--- config.mk ---
export PLATFORM = sky130hd
export DESIGN_NAME = score_keeper
export DESIGN_NICKNAME = d
export VERILOG_FILES = /design/src/rtl/score_keeper.sv
export SDC_FILE = /design/constraint.sdc
export NUM_CORES = 1
export LEC_CHECK = 0
export CAP_MARGIN = 15
export CORE_MARGIN = 1
export CORE_UTILIZATION = 45
export DETAILED_ROUTE_END_ITERATION = 16
export PLACE_DENSITY = 0.66
export SYNTH_ARGS = -nofsm -noshare
export SYNTH_HDL_FRONTEND = slang
export SYNTH_SLANG_ARGS = --single-unit
--- constraint.sdc ---
create_clock -name Clk -period 4.4 [get_ports Clk]
set_clock_uncertainty 0.1 [all_clocks]
set_input_delay 0.88 -clock Clk [delete_from_list [all_inputs] [get_ports Clk]]
set_output_delay 0.88 -clock Clk [all_outputs]
set_load 0.05 [all_outputs]
--- src/rtl/score_keeper.sv ---
// Game-status sequencer: saturating 0-99 score, lives, pellet count and the overlay text flags.
// Optional macro SCORE_GHOST_BONUS_EN: ghost_caught adds 10 points; when undefined, ghost_caught is ignored.
module score_keeper #(
  parameter int NUM_PELLETS  = 240,
  parameter int START_LIVES  = 3,
  parameter int DEATH_FRAMES = 120,
  parameter int POWER_POINTS = 5
) (
  input  logic       Clk,
  input  logic       Reset,
  input  logic       frame_clk,
  input  logic       start,
  input  logic       pellet_eaten,
  input  logic       power_eaten,
  input  logic       ghost_caught,
  input  logic       pacman_dead,
  output logic [7:0] score,
  output logic [1:0] lives,
  output logic [8:0] pellets_left,
  output logic       show_title,
  output logic       show_score,
  output logic       show_game_over,
  output logic       freeze,
  output logic       level_clear
);

  typedef enum logic [1:0] {
    ST_IDLE      = 2'd0,
    ST_PLAYING   = 2'd1,
    ST_DYING     = 2'd2,
    ST_GAME_OVER = 2'd3
  } state_t;

  localparam int         CNT_W         = $clog2(DEATH_FRAMES + 1);
  localparam logic [8:0] PELLET_RELOAD = 9'(NUM_PELLETS);
  localparam logic [1:0] LIVES_LOAD    = 2'(START_LIVES);
  localparam logic [7:0] SCORE_MAX     = 8'd99;
  localparam logic [7:0] POWER_INC     = 8'(POWER_POINTS);
  localparam logic [CNT_W-1:0] LAST_FRAME = CNT_W'(DEATH_FRAMES - 1);

  // Sum cannot wrap: score is at most 99 and the increment at most 16.
  function automatic logic [7:0] sat_add(input logic [7:0] a, input logic [7:0] b);
    logic [7:0] sum;
    sum = a + b;
    if (sum > SCORE_MAX) begin
      sat_add = SCORE_MAX;
    end else begin
      sat_add = sum;
    end
  endfunction

  state_t           state_r, state_next_s;
  logic [7:0]       score_r;
  logic [1:0]       lives_r;
  logic [8:0]       pellets_left_r;
  logic             level_clear_r;
  logic             show_title_r, show_score_r, show_game_over_r, freeze_r;
  logic             show_title_s, show_score_s, show_game_over_s, freeze_s;
  logic [CNT_W-1:0] frame_cnt_r;
  logic             frame_prev_r;
  logic             tick_s;
  logic             death_done_s;
  logic [7:0]       inc_s;
  logic [1:0]       dec_s;
  logic             clear_s;
  logic [8:0]       pellets_next_s;

  assign tick_s       = frame_clk & ~frame_prev_r;
  assign death_done_s = (state_r == ST_DYING) && tick_s && (frame_cnt_r == LAST_FRAME);

`ifdef SCORE_GHOST_BONUS_EN
  // Score increment with the ghost bonus term.
  always_comb begin
    inc_s = 8'd0;
    if (pellet_eaten) inc_s = inc_s + 8'd1; else inc_s = inc_s;
    if (power_eaten)  inc_s = inc_s + POWER_INC; else inc_s = inc_s;
    if (ghost_caught) inc_s = inc_s + 8'd10; else inc_s = inc_s;
  end
`else
  logic ghost_unused_s;
  assign ghost_unused_s = ghost_caught;

  // Score increment from pellets and power pellets only.
  always_comb begin
    inc_s = 8'd0;
    if (pellet_eaten) inc_s = inc_s + 8'd1; else inc_s = inc_s;
    if (power_eaten)  inc_s = inc_s + POWER_INC; else inc_s = inc_s;
  end
`endif

  // Pellet countdown; reaching zero (or going below it) reloads the maze.
  always_comb begin
    dec_s   = {1'b0, pellet_eaten} + {1'b0, power_eaten};
    clear_s = (dec_s != 2'd0) && ({7'd0, dec_s} >= pellets_left_r);
    if (clear_s) begin
      pellets_next_s = PELLET_RELOAD;
    end else begin
      pellets_next_s = pellets_left_r - {7'd0, dec_s};
    end
  end

  // State register.
  always_ff @(posedge Clk) begin
    if (Reset) begin
      state_r <= ST_IDLE;
    end else begin
      state_r <= state_next_s;
    end
  end

  // Next-state logic.
  always_comb begin
    state_next_s = state_r;
    case (state_r)
      ST_IDLE, ST_GAME_OVER: begin
        if (start) state_next_s = ST_PLAYING;
        else       state_next_s = state_r;
      end
      ST_PLAYING: begin
        if (pacman_dead) state_next_s = ST_DYING;
        else             state_next_s = ST_PLAYING;
      end
      ST_DYING: begin
        if (death_done_s) state_next_s = (lives_r == 2'd0) ? ST_GAME_OVER : ST_PLAYING;
        else              state_next_s = ST_DYING;
      end
      default: state_next_s = ST_IDLE;
    endcase
  end

  // Overlay flags decoded from the upcoming state, then registered.
  always_comb begin
    show_title_s     = 1'b0;
    show_score_s     = 1'b0;
    show_game_over_s = 1'b0;
    freeze_s         = 1'b1;
    case (state_next_s)
      ST_IDLE:      show_title_s = 1'b1;
      ST_PLAYING: begin
        show_score_s = 1'b1;
        freeze_s     = 1'b0;
      end
      ST_DYING:     show_score_s = 1'b1;
      ST_GAME_OVER: begin
        show_score_s     = 1'b1;
        show_game_over_s = 1'b1;
      end
      default:      show_title_s = 1'b1;
    endcase
  end

  // Score, lives, pellets, frame counter and registered flags.
  always_ff @(posedge Clk) begin
    if (Reset) begin
      score_r          <= 8'd0;
      lives_r          <= 2'd0;
      pellets_left_r   <= PELLET_RELOAD;
      level_clear_r    <= 1'b0;
      show_title_r     <= 1'b1;
      show_score_r     <= 1'b0;
      show_game_over_r <= 1'b0;
      freeze_r         <= 1'b1;
      frame_cnt_r      <= '0;
      frame_prev_r     <= 1'b0;
    end else begin
      level_clear_r    <= 1'b0;
      show_title_r     <= show_title_s;
      show_score_r     <= show_score_s;
      show_game_over_r <= show_game_over_s;
      freeze_r         <= freeze_s;
      frame_prev_r     <= frame_clk;
      case (state_r)
        ST_IDLE, ST_GAME_OVER: begin
          if (start) begin
            score_r        <= 8'd0;
            lives_r        <= LIVES_LOAD;
            pellets_left_r <= PELLET_RELOAD;
          end
        end
        ST_PLAYING: begin
          score_r        <= sat_add(score_r, inc_s);
          pellets_left_r <= pellets_next_s;
          level_clear_r  <= clear_s;
          if (pacman_dead) begin
            lives_r     <= (lives_r != 2'd0) ? (lives_r - 2'd1) : 2'd0;
            frame_cnt_r <= '0;
          end
        end
        ST_DYING: begin
          if (tick_s) frame_cnt_r <= frame_cnt_r + {{(CNT_W-1){1'b0}}, 1'b1};
        end
        default: frame_cnt_r <= '0;
      endcase
    end
  end

  assign score          = score_r;
  assign lives          = lives_r;
  assign pellets_left   = pellets_left_r;
  assign level_clear    = level_clear_r;
  assign show_title     = show_title_r;
  assign show_score     = show_score_r;
  assign show_game_over = show_game_over_r;
  assign freeze         = freeze_r;

endmodule

=== Yosys cells after proc, flatten, opt, wreduce, memory -nomap -nowiden ===
Cells that the tools add are included.

* Add/subtract/negate cells: 6
* Order comparisons: 2
* Equality and inequality tests: 10
* Mux-type cells: 24
* Bitwise logic cells: 3
* Reductions and logical operators: 16

{| class="wikitable"
|+ Operators by type and width
! cell !! number
|-
| 8-bit two-way mux || 3
|-
| 9-bit two-way mux || 2
|-
| 9-bit one-hot mux with 2 select lines || 1
|-
| 8-bit one-hot mux with 2 select lines || 1
|-
| 2-bit two-way mux || 7
|-
| 7-bit two-way mux || 2
|-
| 7-bit one-hot mux with 2 select lines || 1
|-
| 2-bit by 9-bit >= comparator with 1-bit output || 1
|-
| 9-bit by 2-bit subtractor with 9-bit output || 1
|-
| 8-bit by 3-bit adder with 8-bit output, second input constant || 1
|-
| 8-bit adder || 1
|-
| 2-bit equality test, second input constant || 4
|-
| 8-bit by 7-bit > comparator with 1-bit output, second input constant || 1
|-
| 2-bit nonzero test || 4
|-
| 7-bit by 1-bit adder with 7-bit output, second input constant || 1
|-
| 7-bit equality test, second input constant || 1
|-
| 2-bit zero test || 3
|-
| 2-bit != test, second input constant || 3
|-
| 2-bit one-hot mux with 3 select lines || 1
|-
| 3-bit AND reduction || 2
|-
| 1-bit two-way mux || 5
|-
| 2-bit by 1-bit equality test with 1-bit output, second input constant || 2
|-
| 2-bit one-hot mux with 2 select lines || 1
|-
| 2-bit OR reduction || 2
|-
| 7 further kinds || 10
|}

* Register bits after elaboration: 34
* Bits of input ports: 8
* Output and inout port bits: 24
* Word-level logic and storage cells: 72

=== Longest topological paths before layout ===
Gate-level depths: netlist of run 1.

* Depth in word-level cells: 9
* Gate-level depth with buffers: 10
* Gate-level depth less buffers: 10

=== Worst setup path after synthesis of run 1 ===
No wires, ideal clock.

* Path type: input to register
* Start: in pellet_eaten
* End: reg score_r[1] (netlist: score[1])
* Library setup time: 0.132 ns
* Arrival time: 3.115 ns
* Data required time: 4.168 ns
* Slack: 1.053 ns
* Stages on the path: 10
* Path buffers: 0
* Cells stage by stage: inv_1 ha_1 ha_1 fa_1 xor2_1 or3_1 mux2_2 a221o_1 o21ai_1 a21oi_1

* Word-level cells in the longest chain between the ends: 7

{| class="wikitable"
|+ Ends and longest elaborated chain
! item !! RTL line !! text
|-
| start: declaration || 13 || <nowiki>input logic pellet_eaten,</nowiki>
|-
| 1-bit two-way mux * || 86 || <nowiki>if (pellet_eaten) inc_s = inc_s + 8'd1; else inc_s = inc_s;</nowiki>
|-
| 8-bit by 3-bit adder with 8-bit output || 87 || <nowiki>if (power_eaten) inc_s = inc_s + POWER_INC; else inc_s = inc_s;</nowiki>
|-
| 8-bit two-way mux * || 87 ||
|-
| 8-bit adder * || 44 || <nowiki>sum = a + b;</nowiki>
|-
| 8-bit by 7-bit > comparator with 1-bit output || 45 || <nowiki>if (sum > SCORE_MAX) begin</nowiki>
|-
| 8-bit two-way mux * || 45 ||
|-
| 8-bit one-hot mux with 2 select lines * || 172 || <nowiki>case (state_r)</nowiki>
|-
| end signal: assignment || 181 || <nowiki>score_r <= sat_add(score_r, inc_s);</nowiki>
|-
| end: declaration || 53 || <nowiki>logic [7:0] score_r;</nowiki>
|}

Mark *: on every way between the ends. The rest lies on a longest branch, timed or not.
A chain may end at the register's enable or synchronous reset.

=== Worst setup path after layout of run 1 ===
* Start: in power_eaten
* End: reg score_r[0] (netlist: score[0])

* Word-level cells in the longest chain between the ends: 5

{| class="wikitable"
|+ Ends and longest elaborated chain
! item !! RTL line !! text
|-
| start: declaration || 14 || <nowiki>input logic power_eaten,</nowiki>
|-
| 8-bit two-way mux * || 87 ||
|-
| 8-bit adder * || 44 ||
|-
| 8-bit by 7-bit > comparator with 1-bit output || 45 ||
|-
| 8-bit two-way mux * || 45 ||
|-
| 8-bit one-hot mux with 2 select lines * || 172 ||
|}

Marks and branches as above.

==> flow_summary_export.csv, run 1 <==
group,metric,value,unit
cells_and_area,final_common_cell,"dfxtp_1",
drt,drt-wirelength-per-cell,12.2,um
timing,hold_ws,0.381,ns
yosys,ys_ff_latch,34,
power,power_density,544,nW/um2
drt,drtIter0Drc,64,
placement,dp.cells,295,
timing,worst_pin_slew,0.499,ns
timing,fmax,268,MHz
global_route,grt.total_usage,19.4,%
floorplan,coreArea,3970,um2
cells_and_area,insertedDiodeCount,0,
yosys,synthXorXnorAreaFrac,5.65,%
floorplan,rows,23,
placement,dpl-instance-area,2210,um2
timing,slew_violations,0,
yosys,synthTopCellsByArea,"dfxtp_1 37%, ha_1 6.7%, nand2_1 4.8%",
worst_setup_path,startpoint_type,"input port",
drt,dr_total_vias,1605,
floorplan,die_width,66.3,um
cells_and_area,nets,272,
worst_setup_path,crit_path_end_kind,"flop",
yosys,muxShareOfSynthArea,2.29,%
status,status,"completed",
timing,slew_headroom,66.7,%
worst_setup_path,critPathKind,"in -> reg",
yosys,synth-seq-area-share,36.6,%
drt,vias_per_cell,5.30,
placement,port_buffers,30,
yosys,synth-compound-area-share,17.0,%
yosys,yosys_warnings,0,
timing,period_share,84.9,%
clocking,clockBufferDepth,2,
drt,wirelength,3700,um
global_route,grt_overflow,0,
drt,drc,0,
min_path,hold_class,"reg -> reg",
worst_setup_path,arrival,3.81,ns
clocking,clock-root-buffer,"clkbuf_8",
cells_and_area,layout-drive-gt1-share,6.32,%
placement,place_congestion,0.847,
cells_and_area,layout_common_cells,"34 x dfxtp_1, 30 x clkdlybuf4s50_1, 24 x nand2_1",
drt,first_pass_iters,4,
global_route,antenna_found_initial,0,
yosys,synth_nets,240,
clocking,numCtsBuffers,5,
cells_and_area,syn_to_final_growth,23.6,%
clocking,tritoncts,"done",
timing,finalCriticalPeriod,3.74,ns
global_route,grt_max_degree,28,
floorplan,num_io_pins,32,
clocking,htree_levels,2,
timing,finalSetupTns,0,ns
clocking,cts_setup_buffers,0,
power,power_leakage,0.877,nW
worst_setup_path,worstPathRequired,4.48,ns
global_route,grt_pass1_vias,1466,
job,maxCapViolCount,0,
clocking,cts_sinks,34,
worst_setup_path,crit_fanout,5,
placement,hpwl,2700,um
yosys,syn_area,1860,um2
drt,ant_nets,0,
floorplan,dieArea,4390,um2
global_route,grt_pass1_wl,6440,um
yosys,synth-simple-area-share,26.0,%
timing,setup_violations,0,
worst_setup_path,reg2reg_slack,1.78,ns
clocking,ctsHoldBuffers,0,
timing,rsz0062_at_grt,"no",
clocking,ctsResizeCount,0,
power,peakVddDrop,0.000461,V
clocking,clk_latency,0.29,ns
yosys,postSynthAreaPerCell,8.45,um2
yosys,syn-instance-count,220,
yosys,synth_cell_types,48,
floorplan,start_util,46.8,%
yosys,synthAdderAreaFrac,8.88,%
yosys,yosys.area.top_type,"dfxtp_1",
cells_and_area,finalInstanceArea,2300,um2
cells_and_area,fin_cells,303,
floorplan,die_h,66.3,um
timing,hold_violations,0,
yosys,synth_top_area_share,36.6,%
clocking,clk_pin_slew,0.07,ns
yosys,synth_top_family_by_area,"simple AND/OR/NAND/NOR gates",
[sequential cells by signal, summed over array words and instances (netlist names)]
name	flops
frame_cnt_r	7
frame_prev_r	1
freeze	1
level_clear	1
lives	2
pellets_left	9
score	8
show_game_over	1
show_score	1
show_title	1
state_r	2
[worst max-delay path, stage by stage]
cell             delay (ns)
clkdlybuf4s50_1        0.51
inv_1                  0.05
ha_1                   0.30
ha_1                   0.24
fa_1                   0.46
xor2_1                 0.20
or3_1                  0.31
mux2_2                 0.29
a221o_1                0.36
o21ai_1                0.14
a21oi_1                0.08
[where the power goes]
group | leakage (nW) | internal, mW | switching (mW)
Clock | 0.0482 | 0.126 | 0.115
Sequential | 0.277 | 0.367 | 0.0494
Combinational | 0.551 | 0.217 | 0.375
[final cells by class]
cell class | instances | area [um2]
Timing Repair Buffer | 32 | 315
Clock inverter | 1 | 5.00
Sequential cell | 34 | 681
Fill cell | 397 | 1670
Tap cell | 50 | 62.6
Clock buffer | 7 | 86.3
Inverter | 10 | 37.5
Multi-Input combinational cell | 169 | 1110
[through the flow]
stage	utilization [%]	power (mW)	setup WS [ns]
floorplan	-	0.853	1.05
global placement	55.6	1.02	0.374
detailed placement	55.6	1.02	0.355
CTS	57.9	1.26	0.665
global route	57.9	1.34	0.496
finish	57.9	1.25	0.665
[synth_stat cells, drive strengths merged]
master   instances
a2111oi          1
nand4            3
a211o            1
nor3             7
xor2             8
dfxtp           34
ha              10
a31oi            1
buf              3
o21ai           17
mux2i            2
nor2b            4
nand2b           4
nor2            20
a32oi            1
nor4             2
mux2             2
nand4bb          1
a221oi           1
clkbuf           4
o21a             1
nor3b            5
and3b            1
nand3b           3
xnor2            4
o21bai           1
a21oi           15
or3              7
or4              2
fa               2
a22oi            1
o211ai           1
and2             4
nand2           24
a211oi           2
nand3            4
o311ai           2
and3             1
a221o            2
inv             10
a41o             1
a2bb2oi          1
[worst paths after layout]
path,cells after the start,to,start
max reg2reg,8,score[0],score[0]
max,11,score[0],power_eaten
min,2,score[0],score[0]
min reg2reg,2,score[0],score[0]
[cells by family after synthesis]
kind of cell | Yosys count
fa+ha+maj | 12
simple gates | 92
xor+xnor | 12
buf+inv | 17
compound gates | 49
mux | 4
flops | 34
[metal layers]
metal / global-route usage [%] / vias to the layer above / wire length (um)
met4: 7.45 / 0 / 65
met1: 26.0 / 718 / 1950
met3: 5.69 / 6 / 155
met2: 29.0 / 30 / 1530
met5: 0 / - / 0
li1: - / 851 / -
Note: power is estimated with default switching activity, not from simulation.
==> run 2, diff against run 1 <==
- PLACE_DENSITY: 0.66 -> 0.68
- clock period: 4.4 -> 3.37 ns (I/O delays scaled with it)
==> run 2 against run 1 <==
Flip-flop and latch count unchanged. First-iteration DRC count unchanged. Hold slack about the same. Final cell count increased by 3.3%. Total power increased by 45%. Sequential share of layout area decreased by 1.9 points. Clock power increased by 88%. Non-clock buffer count increased by 10. Setup slack got worse by 0.54 ns. Via count increased by 4.4%.
==> flow_summary_export.csv, run 2 (synthesis gave the netlist of run 1 again) <==
group,metric,value,unit
cells_and_area,syn_to_final_growth,31.9,%
clocking,tritoncts,"done",
worst_setup_path,critPathMaxStageDelay,0.48,ns
global_route,antenna_found_initial,0,
global_route,grt_max_degree,18,
cells_and_area,layout_common_cells,"34 x dfxtp_1, 29 x clkdlybuf4s50_1, 24 x nand2_1",
clocking,ctsHoldBuffers,0,
status,status,"completed",
worst_setup_path,worstPathRequired,3.45,ns
drt,drc,0,
placement,port_buffers,30,
global_route,grt.total_usage,20.5,%
clocking,clk_latency,0.29,ns
clocking,clock-root-buffer,"clkbuf_8",
worst_setup_path,crit_fanout,3,
cells_and_area,insertedDiodeCount,0,
power,power_leakage,0.953,nW
cells_and_area,multi_input_area,1140,um2
drt,first_pass_iters,4,
power,p_int,1.08,mW
floorplan,coreArea,3970,um2
placement,hpwl,2800,um
global_route,grt_overflow,0,
floorplan,die_h,66.3,um
power,total_power,1.81,mW
worst_setup_path,startpoint_type,"input port",
worst_setup_path,slowest_stage,"clkdlybuf4s50_1",
job,maxCapViolCount,0,
cells_and_area,layout-drive-gt1-share,12.2,%
cells_and_area,nets,282,
worst_setup_path,crit_chain,"clkdlybuf4s50_1 -> inv_1 -> ha_4 -> ha_2 -> fa_2 -> xor2_1 -> or3_1 -> mux2_2 -> a221o_1 -> o21ai_1 -> a21oi_1",
placement,dp.cells,304,
placement,dpl-instance-area,2270,um2
power,power_frac_clock,25.0,%
cells_and_area,largest_reg_flops,9,
power,peakVddDrop,0.000509,V
clocking,cts_sinks,34,
drt,vias_per_cell,5.35,
timing,slew_headroom,65.3,%
floorplan,rows,23,
cells_and_area,fin_cells,313,
timing,finalCriticalPeriod,3.24,ns
floorplan,start_util,46.8,%
power,switching_power,0.730,mW
timing,hold_ws,0.381,ns
cells_and_area,regArea,681,um2
floorplan,num_io_pins,32,
worst_setup_path,worst-path-buf-inv,2,
global_route,grt_pass1_vias,1582,
drt,drt-wirelength-per-cell,12.8,um
timing,setup_violations,0,
drt,drtIter0Drc,64,
min_path,hold_class,"reg -> reg",
timing,hold_violations,0,
timing,rsz0062_at_grt,"no",
worst_setup_path,critPathKind,"in -> reg",
clocking,numCtsBuffers,5,
worst_setup_path,reg2reg_slack,0.93,ns
placement,place_congestion,0.831,
cells_and_area,finalInstanceArea,2450,um2
power,power_density,739,nW/um2
timing,fmax,309,MHz
drt,ant_nets,0,
worst_setup_path,arrival,3.32,ns
floorplan,die_width,66.3,um
cells_and_area,final_common_cell,"dfxtp_1",
floorplan,dieArea,4390,um2
power,p_seq_share,30.0,%
timing,slew_violations,0,
cells_and_area,n_fill_cell,366,
clocking,clk_pin_slew,0.07,ns
worst_setup_path,critical-path-top-delay-family,"adder cells",
drt,wirelength,4000,um
worst_setup_path,crit_path_end_kind,"flop",
global_route,grt_pass1_wl,6900,um
power,switching_share,40.3,%
clocking,htree_levels,2,
clocking,clockBufferDepth,2,
power,p_comb_share,45.0,%
timing,worst_pin_slew,0.520,ns
timing,period_share,96.2,%
drt,dr_total_vias,1675,
## run 2: layout make-up
| type | count | share of cell area (%) |
|---|---|---|
| Multi-Input combinational cell | 169 | 46.5 |
| Tap cell | 50 | 2.55 |
| Inverter | 10 | 1.53 |
| Clock buffer | 5 | 2.81 |
| Sequential cell | 34 | 27.8 |
| Timing Repair Buffer | 42 | 16.0 |
| Clock inverter | 3 | 2.81 |
## run 2: tightest hold or removal path, stage by stage (launching register included)
cell     delay, ns
dfxtp_1       0.33
nand2_1       0.06
a21oi_1       0.05
## run 2: final timing paths
kind | from | depth (start not counted) | end
hold reg to reg | score[0] | 2 | score[0]
setup reg to reg | score[0] | 8 | score[1]
setup / recovery | power_eaten | 11 | score[1]
hold / removal | score[0] | 2 | score[0]
## run 2: power by group through the flow
| stage | clock network, mW | logic [mW] | registers (mW) |
|---|---|---|---|
| floorplan | 0 | 0.354 | 0.759 |
| global placement | 0 | 0.795 | 0.552 |
| detailed placement | 0 | 0.798 | 0.553 |
| CTS | 0.463 | 0.805 | 0.545 |
| global route | 0.482 | 0.887 | 0.558 |
| finish | 0.454 | 0.815 | 0.543 |
## run 2: through the flow
stage / setup TNS [ns] / setup slack (ns) / util, %
after floorplan: 0 / 0.229 / -
after global placement: -1.62 / -0.341 / 57.3
after detailed placement: -1.76 / -0.363 / 57.3
after CTS: 0 / 0.00515 / 61.1
after global routing: 0 / 0.0195 / 61.8
final: 0 / 0.129 / 61.8
## run 2: routing by layer
layer,share of wire [%],track usage (%),up-vias
li1,-,-,859
met1,49,27.1,779
met2,47,33.4,35
met3,4.1,3.10,2
met4,0.58,7.98,0
met5,0,0,-
## run 2: timing repair
action                                  4_1_cts  5_1_grt
endpoints found under the setup margin        5        5
buffers inserted                              1        0
resized for setup                             2        6
pin swaps                                     1        3
==> run 3, diff against run 2 <==
- CTS_CLUSTER_SIZE: unset -> 25
==> results of run 3 <==
The final DEF is identical to that of run 2; final timing and power are the same.
==> edit (settings of run 1) <==
The output `show_score` loses its register stage (`show_score_r` becomes a continuous assignment).
--- a/src/rtl/score_keeper.sv
+++ b/src/rtl/score_keeper.sv
@@ -159,3 +159,2 @@
       show_title_r     <= 1'b1;
-      show_score_r     <= 1'b0;
       show_game_over_r <= 1'b0;
@@ -167,3 +166,2 @@
       show_title_r     <= show_title_s;
-      show_score_r     <= show_score_s;
       show_game_over_r <= show_game_over_s;
@@ -196,2 +194,4 @@
 
+  assign show_score_r = show_score_s;
+
   assign score          = score_r;
Function: changed (Yosys sat finds a counterexample within 4 cycles, from zero or initial values and one cycle with Reset high).
==> edit against run 1 <==
  * Sequential cell count shrank 1
  * Register-to-register slack lost 0.05 ns
  * Wire length grew 4.5%
  * Synthesized cell count shrank 5.9%
  * Area after synthesis shrank 3.6%
  * Design area shrank 3.6%
  * Critical path depth shrank 4
  * Worst setup slack lost 0.35 ns
  * Sequential share of layout area grew 0.20 points
  * Cell count shrank 5.3%
  * Non-clock buffer count shrank 1
  * Global-route usage grew 0.090 points
  * Critical path type is now in2out
  * Critical endpoint is now show_score
  * Largest cell class unchanged
Power is not compared: it rests on default switching activity, and its combinational part moved more than twofold at a synthesized area within 25%.
==> edit: results (changes against run 1) <==
share of cells above drive strength 1 - 7.95% (was 6.32%)
Synth Area in Compound Gates - 17.2% (was 17.0%)
Initial DRC Count - 97 (was 64)
synth top area cells - dfxtp_1 (37%), ha_1 (7.0%), nand2_1 (5.2%) (was dfxtp_1 (37%), ha_1 (6.7%), nand2_1 (4.8%))
result of the run - completed (unchanged)
vias in the first global route - 1429 (was 1466)
remaining global-route overflow - 0 (unchanged)
ant diodes - 0 (unchanged)
GR met2 Demand/Resource - 31.3% (was 29.0%)
syn_nets - 227 (was 240)
met1 Usage GRT - 24.7% (was 26.0%)
Via density - 5.53 (was 5.30)
final WL - 3870 um (was 3700 um)
mux share of post-synthesis cell area - 2.30% (was 2.29%)
top cells by count, synth - dfxtp_1 (33), nand2_1 (25), nor2_1 (22) (was dfxtp_1 (34), nand2_1 (24), nor2_1 (20))
Met2 Wirelength - 1780 um (was 1530 um)
Max clock buf depth - 2 (unchanged)
met3 Usage GRT - 5.56% (was 5.69%)
first-pass GRT wire length - 6320 um (was 6440 um)
XOR/XNOR Fraction of Synth Area - 6.28% (was 5.65%)
Area after DPL - 2100 um^2 (was 2210 um^2)
CP Max Fanout - 4 (was 5)
Avg Cell Area, Syn - 8.66 um^2 (was 8.45 um^2)
hold_ws - 0.387 ns (was 0.381 ns)
First-pass DRT Iterations - 4 (unchanged)
final estimated routing congestion in global placement - 0.920 (was 0.847)
HPWL Detailed - 2780 um (was 2700 um)
IO Port Bufs - 30 (unchanged)
setup slack, reg-to-reg - 1.73 ns (was 1.78 ns)
Adder-Cell Fraction of Synth Area - 9.21% (was 8.88%)
GR Util All Layers - 19.5% (was 19.4%)
final net count - 258 (was 272)
Netlist cell types - 52 (was 48)
pre-CTS WS - 0.308 ns (was 0.355 ns)
Max Freq - 245 MHz (was 268 MHz)
placed instance count - 279 (was 295)
Vias - 1586 (was 1605)
Setup Fix Bufs, Post-CTS - 0 (unchanged)
sequential area share after synthesis - 36.8% (was 36.6%)
DRT met1 WL - 1840 um (was 1950 um)
worst skew pair latency - 0.29 ns (about the same)
signal arrival time at the worst endpoint - 3.10 ns (was 3.81 ns)
largest net degree at the start of global routing - 23 (was 28)
worst-margin pin slew - 0.846 ns (was 0.499 ns)
peak per-stage delay on the critical path - 0.71 ns (was 0.51 ns)
met3 wire len - 210 um (was 155 um)
edit: cell count changes after synthesis, moves of 3 or more:
cell	before	now
clkbuf_8	0	3
nand2b_1	4	1
nor3b_1	5	2
o21ai_0	14	5
or3_1	7	2
edit: cell type report:
class | count | area [um^2]
fill | 351 | 1530
multi-input combinational | 158 | 1030
sequential | 33 | 661
timing repair buffer | 31 | 308
clock buffer | 6 | 82.6
tap | 48 | 60.1
clock inverter | 2 | 37.5
inverter | 9 | 33.8
edit: critical path: cells and delay by family:
kind	cells	cell delay, ns
buffers and inverters	2	1.18
AND/OR/NAND/NOR	2	0.22
AO/OA/AOI/OAI	3	0.82
edit: final timing paths:
check,from,end,depth (start not counted)
max,frame_clk,show_score,7
min,score[0],score[0],2
max reg2reg,score[0],score[3],8
min reg2reg,score[0],score[0],2
